<file path="config.mk">
export PLATFORM = sky130hd
export DESIGN_NAME = ps2_host_tx
export DESIGN_NICKNAME = d
export VERILOG_FILES = /design/src/rtl/ps2_host_tx.sv
export SDC_FILE = /design/constraint.sdc
export NUM_CORES = 1
export LEC_CHECK = 0
export ABC_CLOCK_PERIOD_IN_PS = 2500
export BUFFER_PORTS_ARGS = -buffer_cell sky130_fd_sc_hd__buf_2
export CAP_MARGIN = 20
export CORE_MARGIN = 10
export CORE_UTILIZATION = 44
export DETAILED_ROUTE_END_ITERATION = 10
export GPL_TIMING_DRIVEN = 0
export SLEW_MARGIN = 10
export SYNTH_ARGS = -nofsm -noshare
export SYNTH_HDL_FRONTEND = slang
export SYNTH_SLANG_ARGS = --single-unit
</file>
<file path="constraint.sdc">
create_clock -name clk -period 2.5 [get_ports clk]
set_input_delay 0.5 -clock clk [delete_from_list [all_inputs] [get_ports clk]]
set_output_delay 0.5 -clock clk [all_outputs]
set_load 0.01 [all_outputs]
</file>
<file path="src/rtl/ps2_host_tx.sv">
// PS/2 host-to-device transmitter: inhibit, request-to-send, bit shifting on filtered
// device clock falls, ack sampling and a watchdog, driving open-collector pull-low enables.
module ps2_host_tx #(
  parameter int INHIBIT_CYCLES = 5000,
  parameter int START_HOLD     = 16,
  parameter int TIMEOUT_CYCLES = 750000,
  parameter int FILTER_LEN     = 8
) (
  input  logic       clk,
  input  logic       reset,
  input  logic [7:0] tx_data,
  input  logic       tx_valid,
  output logic       tx_ready,
  output logic       busy,
  output logic       tx_done,
  output logic       tx_error,
  input  logic       ps2_clk_in,
  input  logic       ps2_dat_in,
  output logic       ps2_clk_drive_low,
  output logic       ps2_dat_drive_low
);
  localparam int CNT_MAX_A = (INHIBIT_CYCLES > START_HOLD) ? INHIBIT_CYCLES : START_HOLD;
  localparam int CNT_MAX   = (TIMEOUT_CYCLES > CNT_MAX_A) ? TIMEOUT_CYCLES : CNT_MAX_A;
  localparam int CNT_W     = $clog2(CNT_MAX + 1);

  typedef enum logic [2:0] {
    S_IDLE, S_INHIBIT, S_START, S_SEND, S_ACK, S_WAIT_IDLE
  } state_t;

  state_t                state_q, state_d;
  logic                  clk_meta_q, clk_sync_q, dat_meta_q, dat_sync_q;
  logic [FILTER_LEN-1:0] filt_sr_q;
  logic                  filt_clk_q, filt_clk_d;
  logic                  fall;
  logic [7:0]            data_q;
  logic                  parity_q;
  logic [3:0]            fall_cnt_q;
  logic [3:0]            bit_idx;
  logic [CNT_W-1:0]      cnt_q;
  logic                  acked_q;
  logic [9:0]            frame;
  logic                  wd_active, wd_expired, line_idle;

  always_ff @(posedge clk) begin
    if (reset) begin
      clk_meta_q <= 1'b1;
      clk_sync_q <= 1'b1;
      dat_meta_q <= 1'b1;
      dat_sync_q <= 1'b1;
      filt_sr_q  <= '1;
      filt_clk_q <= 1'b1;
    end else begin
      clk_meta_q <= ps2_clk_in;
      clk_sync_q <= clk_meta_q;
      dat_meta_q <= ps2_dat_in;
      dat_sync_q <= dat_meta_q;
      filt_sr_q  <= {filt_sr_q[FILTER_LEN-2:0], clk_sync_q};
      filt_clk_q <= filt_clk_d;
    end
  end

  // The filtered clock only flips once the whole history window agrees.
  always_comb begin
    filt_clk_d = filt_clk_q;
    if (&filt_sr_q) begin
      filt_clk_d = 1'b1;
    end else if (~|filt_sr_q) begin
      filt_clk_d = 1'b0;
    end
  end

  assign fall       = filt_clk_q & ~filt_clk_d;
  assign frame      = {1'b1, parity_q, data_q};
  assign bit_idx    = fall_cnt_q - 4'd1;
  assign line_idle  = filt_clk_q & dat_sync_q;
  assign wd_active  = (state_q == S_SEND) || (state_q == S_ACK) || (state_q == S_WAIT_IDLE);
  assign wd_expired = wd_active && (cnt_q == CNT_W'(TIMEOUT_CYCLES));
  assign tx_ready   = (state_q == S_IDLE);
  assign busy       = ~tx_ready;

  always_ff @(posedge clk) begin
    if (reset) begin
      state_q <= S_IDLE;
    end else begin
      state_q <= state_d;
    end
  end

  always_comb begin
    state_d = state_q;
    case (state_q)
      S_IDLE:      if (tx_valid) state_d = S_INHIBIT;
      S_INHIBIT:   if (cnt_q == CNT_W'(INHIBIT_CYCLES - 1)) state_d = S_START;
      S_START:     if (cnt_q == CNT_W'(START_HOLD - 1)) state_d = S_SEND;
      S_SEND: begin
        if (wd_expired) state_d = S_IDLE;
        else if (fall && fall_cnt_q == 4'd9) state_d = S_ACK;
      end
      S_ACK: begin
        if (wd_expired) state_d = S_IDLE;
        else if (fall) state_d = S_WAIT_IDLE;
      end
      S_WAIT_IDLE: if (wd_expired || line_idle) state_d = S_IDLE;
      default:     state_d = S_IDLE;
    endcase
  end

  // One counter times inhibit, start hold and then the watchdog across SEND..WAIT_IDLE.
  always_ff @(posedge clk) begin
    if (reset) begin
      data_q     <= '0;
      parity_q   <= 1'b0;
      fall_cnt_q <= '0;
      cnt_q      <= '0;
      acked_q    <= 1'b0;
    end else begin
      if (state_q == S_IDLE && tx_valid) begin
        data_q   <= tx_data;
        parity_q <= ~^tx_data;
      end
      if (state_q == S_IDLE ||
          (state_d != state_q && (state_d == S_START || state_d == S_SEND))) begin
        cnt_q <= '0;
      end else if (cnt_q != CNT_W'(CNT_MAX)) begin
        cnt_q <= cnt_q + 1'b1;
      end
      if (state_q != S_SEND) begin
        fall_cnt_q <= '0;
      end else if (fall) begin
        fall_cnt_q <= fall_cnt_q + 4'd1;
      end
      if (state_q == S_ACK && fall) begin
        acked_q <= ~dat_sync_q;
      end
    end
  end

  always_comb begin
    ps2_clk_drive_low = 1'b0;
    ps2_dat_drive_low = 1'b0;
    tx_done           = 1'b0;
    tx_error          = 1'b0;
    case (state_q)
      S_INHIBIT: ps2_clk_drive_low = 1'b1;
      S_START: begin
        ps2_clk_drive_low = 1'b1;
        ps2_dat_drive_low = 1'b1;
      end
      S_SEND:    ps2_dat_drive_low = (fall_cnt_q == 4'd0) ? 1'b1 : ~frame[bit_idx];
      S_WAIT_IDLE: begin
        if (line_idle) begin
          tx_done  = acked_q;
          tx_error = ~acked_q;
        end
      end
      default: ;
    endcase
    if (wd_expired) begin
      ps2_clk_drive_low = 1'b0;
      ps2_dat_drive_low = 1'b0;
      tx_done           = 1'b0;
      tx_error          = 1'b1;
    end
    if (reset) begin
      tx_done  = 1'b0;
      tx_error = 1'b0;
    end
  end

endmodule

</file>
### Word level (Yosys, flattened, before mapping)

Index checks and enable logic that the tools add are counted.

| word-level totals | value |
|---|---|
| bits of input ports | 13 |
| register bits after elaboration | 50 |
| output and inout bits | 6 |

| operators by class | value |
|---|---|
| order comparisons | 1 |
| multiplexer cells | 26 |
| add/sub/neg operators | 3 |
| reduce and logical (&&, ||, !) cells | 18 |
| bitwise logic cells | 7 |
| eq/ne operators | 14 |

Operators by type and width:

| cell | count |
|---|---|
| $mux 3 | 8 |
| $add 20x1->20 const B | 1 |
| $eq 20x13->1 const B | 1 |
| $eq 20x20->1 const B | 1 |
| $eq 20x4->1 const B | 1 |
| $ne 20x20->1 const B | 1 |
| $pmux 3 s6 | 1 |
| $mux 1 | 15 |
| $eq 3x2->1 const B | 4 |
| $reduce_and 8->1 | 1 |
| $reduce_or 8->1 | 1 |
| $reduce_xnor 8->1 | 1 |
| $eq 3x3->1 const B | 2 |
| $reduce_or 2->1 | 3 |
| $logic_and 1x1->1 | 5 |
| $logic_or 1x1->1 | 5 |
| $lt 4x5->1 const B | 1 |
| $not 1->1 | 5 |
| $add 4x1->4 const B | 1 |
| $bmux 1 s4 | 1 |
| $eq 4x4->1 const B | 1 |
| $logic_not 4->1 | 1 |
| $sub 4x1->4 const B | 1 |
| $eq 3x1->1 const B | 1 |
| 5 further kinds | 6 |

### Depth between registers and ports, before layout

| logic depth | value |
|---|---|
| word-level depth | 14 |
| mapped depth | 8 |
| depth with buffers taken out | 7 |

### Least setup slack after synthesis

No wires, ideal clock.

| timing | value |
|---|---|
| kind | register to output |
| start | register fall_cnt_q[0] |
| end | output port ps2_dat_drive_low |
| stages on the path, launching flop included | 8 |
| setup slack | -0.023 ns |
| arrival time | 2.023 ns |
| buffers on the path | 1 |
| cell sequence | dfxtp_1 clkbuf_1 inv_1 ha_1 mux4_2 and3_1 o21ai_0 o311a_1 |

| on the way | value |
|---|---|
| longest elaborated chain between the ends | 7 |
| elaborated cells on any way between the ends | 8 |
| those cells by class | add/sub: 1; mux: 5; bitwise: 1; reduce/logical: 1 |

Ends and longest elaborated chain:

| item | RTL line | RTL |
|---|---|---|
| start, declared | 37 | `logic [3:0] fall_cnt_q;` |
| start signal, assigned | 130 | `fall_cnt_q <= fall_cnt_q + 4'd1;` |
| $sub 4x1->4 | 74 | `assign bit_idx = fall_cnt_q - 4'd1;` |
| via bit_idx[0] | 38 | `logic [3:0] bit_idx;` |
| $bmux 1 s4 | 149 | `S_SEND: ps2_dat_drive_low = (fall_cnt_q == 4'd0) ? 1'b1 : ~frame[bit_idx];` |
| $mux 1 (not written as such) | 149 |  |
| $not 1->1 | 149 |  |
| $mux 1 | 149 |  |
| $pmux 1 s2 | 143 | `case (state_q)` |
| $mux 1 | 158 | `if (wd_expired) begin` |
| end, declared | 20 | `output logic ps2_dat_drive_low` |

The timed path passes the listed nets, and every way through them passes these cells. The select of a mux whose other input is x is not followed.

### Final worst setup path

| timing | value |
|---|---|
| start | register fall_cnt_q[1] |
| end | output port ps2_dat_drive_low |

| on the way | value |
|---|---|
| longest elaborated chain between the ends | 7 |
| elaborated cells on any way between the ends | 8 |
| those cells by class | add/sub: 1; mux: 5; bitwise: 1; reduce/logical: 1 |

Ends and longest elaborated chain:

| item | RTL line |
|---|---|
| $sub 4x1->4 | 74 |
| $bmux 1 s4 | 149 |
| $mux 1 (not written as such) | 149 |
| $not 1->1 | 149 |
| $mux 1 * | 149 |
| $pmux 1 s2 * | 143 |
| $mux 1 * | 158 |

Every way passes the cells marked *; elsewhere a longest branch is shown, timed or not. The select of a mux whose other input is x is not followed.

==> results_dict.tcl <==
set metrics [dict create \
    cts.sinks 50 \
    cts_tree "done" \
    p_seq_share_pct 50.6 \
    critPathKind "flop to output port" \
    pwr-share-comb_pct 6.6 \
    min_path_type "primary input to flop" \
    grt_antenna_before_repair 0 \
    hpwl_um 3590 \
    pre_cts_ws_ps -151 \
    port_buffers 18 \
    slew_headroom_pct 61.2 \
    max_freq_ghz 0.386 \
    synthToLayoutAreaGrowth_pct 19.3 \
    diodes 0 \
    clkPwrFrac_pct 42.9 \
    ys_seq_elements 50 \
    p_int_mw 1.28 \
    max-vdd-ir-drop_v 0.000307 \
    finalCritPeriodShare_pct 104 \
    hold_buffers 0 \
    setup_slack_ps -92.7 \
    rsz0062_at_grt "yes" \
    drive_gt1_share_pct 24.0 \
    ys_seq_area_share_pct 42.2 \
    post-synth-top-area-cell "dfxtp_1" \
    p_sw_share_pct 20.6 \
    initial_core_util_pct 45.9 \
    htree_levels 2 \
    fin_skew_ps 8.28 \
    critPathArrivalTime_ps 2090 \
    synth_edf_count 0 \
    async_reset_ff_share_pct 0 \
    rows 26 \
    leakage_nw 1.02 \
    path_cells "inv_4, ha_4, mux4_2, and3_4, o21ai_2, o311a_1, buf_6" \
    wirelength_um 5070 \
    firstDrtPassIters 4 \
    finalCriticalPeriod_ps 2590 \
    clock_latency_ps 300 \
    numCtsBuffers 5 \
    synth_cell_types 38 \
    syn-num-nets 297 \
    p_per_area_nw_per_um2 570 \
    synthCells 278 \
    vias_per_cell 5.10 \
    dieWidth_um 93.4 \
    grt_pass1_wl_um 8680 \
    final_util_pct 54.7 \
    setup_viol 1 \
    status "complete, but fails checks" \
    first_iter_violations 65 \
    mostFrequentLayoutCells "43 x dfxtp_1, 33 x nand2_1, 29 x nor2_1" \
    cts-root-buf "clkbuf_8" \
    ios 19 \
    vias 1952 \
    syn_area_um2 2370 \
    grt_use_total_pct 12.1 \
    core_um2 5170 \
    critPathMaxFanout 5 \
    wl_per_cell_um 13.2 \
    yosysTopAreaCellShare_pct 42.2 \
    first_global_vias 1970 \
    hold_viol_final 0 \
    drc_errors 0 \
    p_sw_mw 0.333 \
    maxSlewViolCount 0 \
    r2r_setup_slack_ps 570 \
    multi_input_area_um2 1330 \
    ys.flop_type "dfxtp_1" \
    synthTopCellsByArea "dfxtp_1 42%, xnor2_1 5.5%, nand2_1 5.2%" \
    required_ps 2000 \
    die-area_um2 8730 \
    ant_nets 0 \
    clkSlewWorstSetupHoldPaths_ps 90 \
    clockBufferDepth 2 \
    violations "negative setup slack" \
    cp.buffers_inverters 2 \
    critPathMaxStageDelay_ps 500 \
    worst_slew_pin_slew_ps 577 \
    grt_max_degree 16 \
    syn_area_per_cell_um2 8.53 \
    grt_overflow 0 \
    n_fill_cell 482 \
    start_kind "flop" \
    seqCellArea_um2 1020 \
    cp_top_family "multiplexers" \
    cp_slowest_cell "mux4_2" \
    cap_violations 0 \
    ys_warn_count 0 \
    num-nets-final 331 \
    layout_commonest_cell "dfxtp_1" \
    die_h_um 93.4 \
    worst_setup_path_end_kind "output port" \
    gp_congestion 0.797 \
]
==> state kept, by name (all words and copies together), names as in the netlist <==
signal,count
cnt_q,20
data_q,8
filt_sr_q,8
fall_cnt_q,4
state_q,3
acked_q,1
clk_meta_q,1
clk_sync_q,1
dat_meta_q,1
dat_sync_q,1
filt_clk_q,1
parity_q,1
==> cells by family (layout without fill, tap and decap cells) <==
logic type	Yosys count	after routing	synth area share, %
buffers and inverters	17	52	2.85
AO/OA/AOI/OAI	32	32	7.96
adder cells (fa/ha/maj)	6	6	3.16
multiplexers	4	4	2.74
XOR/XNOR	29	29	10.7
AND/OR/NAND/NOR	140	140	30.4
flip-flops	50	50	42.2
==> through the flow <==
stage	total power, mW	hold WS [ps]	instance area (um^2)	instances	setup TNS (ps)
after detailed placement	0.946	398	2550	366	-151
after global routing	1.69	366	2830	383	-210
final	1.61	374	2830	383	-92.7
after global placement	0.944	392	2550	366	-193
after floorplan	0.910	389	2370	278	0
after CTS	1.64	364	2770	379	-171
==> what timing repair did <==
item                       in CTS  in global routing
setup endpoints to repair       3                  2
pin swaps                       2                  5
setup buffers                   5                  5
resized for setup              13                 14
==> layer usage <==
| layer | wire length (um) | global-route usage [%] |
|---|---|---|
| met2 | 2470 | 20.9 |
| met1 | 2330 | 13.9 |
| met3 | 181 | 2.88 |
| met4 | 87 | 4.88 |
| met5 | 0 | 0 |
==> synth_stat cells (all sizes together), types with 2 or more instances <==
library cell and count:
inv 7, mux4 2, or2 14, nor2 30, mux2i 2, nand2b 5, and3 5, clkbuf 7
buf 3, nand4 7, a21o 2, nand3 16, nand2 33, a211o 2, ha 6, nor4 5
nand3b 2, xor2 14, dfxtp 50, nor2b 3, a21oi 17, o21ai 6, xnor2 15, nor3 15
==> cell type report <==
| type | count | area share (%) |
|---|---|---|
| multi-input cells | 211 | 47.1 |
| flip-flops and latches | 50 | 36.1 |
| repair buffers | 28 | 6.19 |
| well taps | 70 | 3.09 |
| clock buffers | 6 | 2.92 |
| clock inverters | 2 | 2.12 |
| plain buffers | 9 | 1.33 |
| inverters | 7 | 1.11 |
==> worst paths after layout <==
check / startpoint / end / cells past startpoint
hold reg to reg: dat_meta_q / dat_sync_q / 1
setup / recovery: fall_cnt_q[1] / ps2_dat_drive_low / 7
hold / removal: ps2_dat_in / dat_meta_q / 2
setup reg to reg: state_q[0] / cnt_q[8] / 7
==> power by group through the flow <==
| stage | clock network [mW] | registers (mW) | logic (mW) |
|---|---|---|---|
| after floorplan | 0 | 0.837 | 0.0731 |
| after global placement | 0 | 0.839 | 0.105 |
| after detailed placement | 0 | 0.840 | 0.106 |
| after CTS | 0.716 | 0.821 | 0.106 |
| after global routing | 0.752 | 0.818 | 0.119 |
| final | 0.691 | 0.815 | 0.106 |
Power figures use the tool's default switching activity.
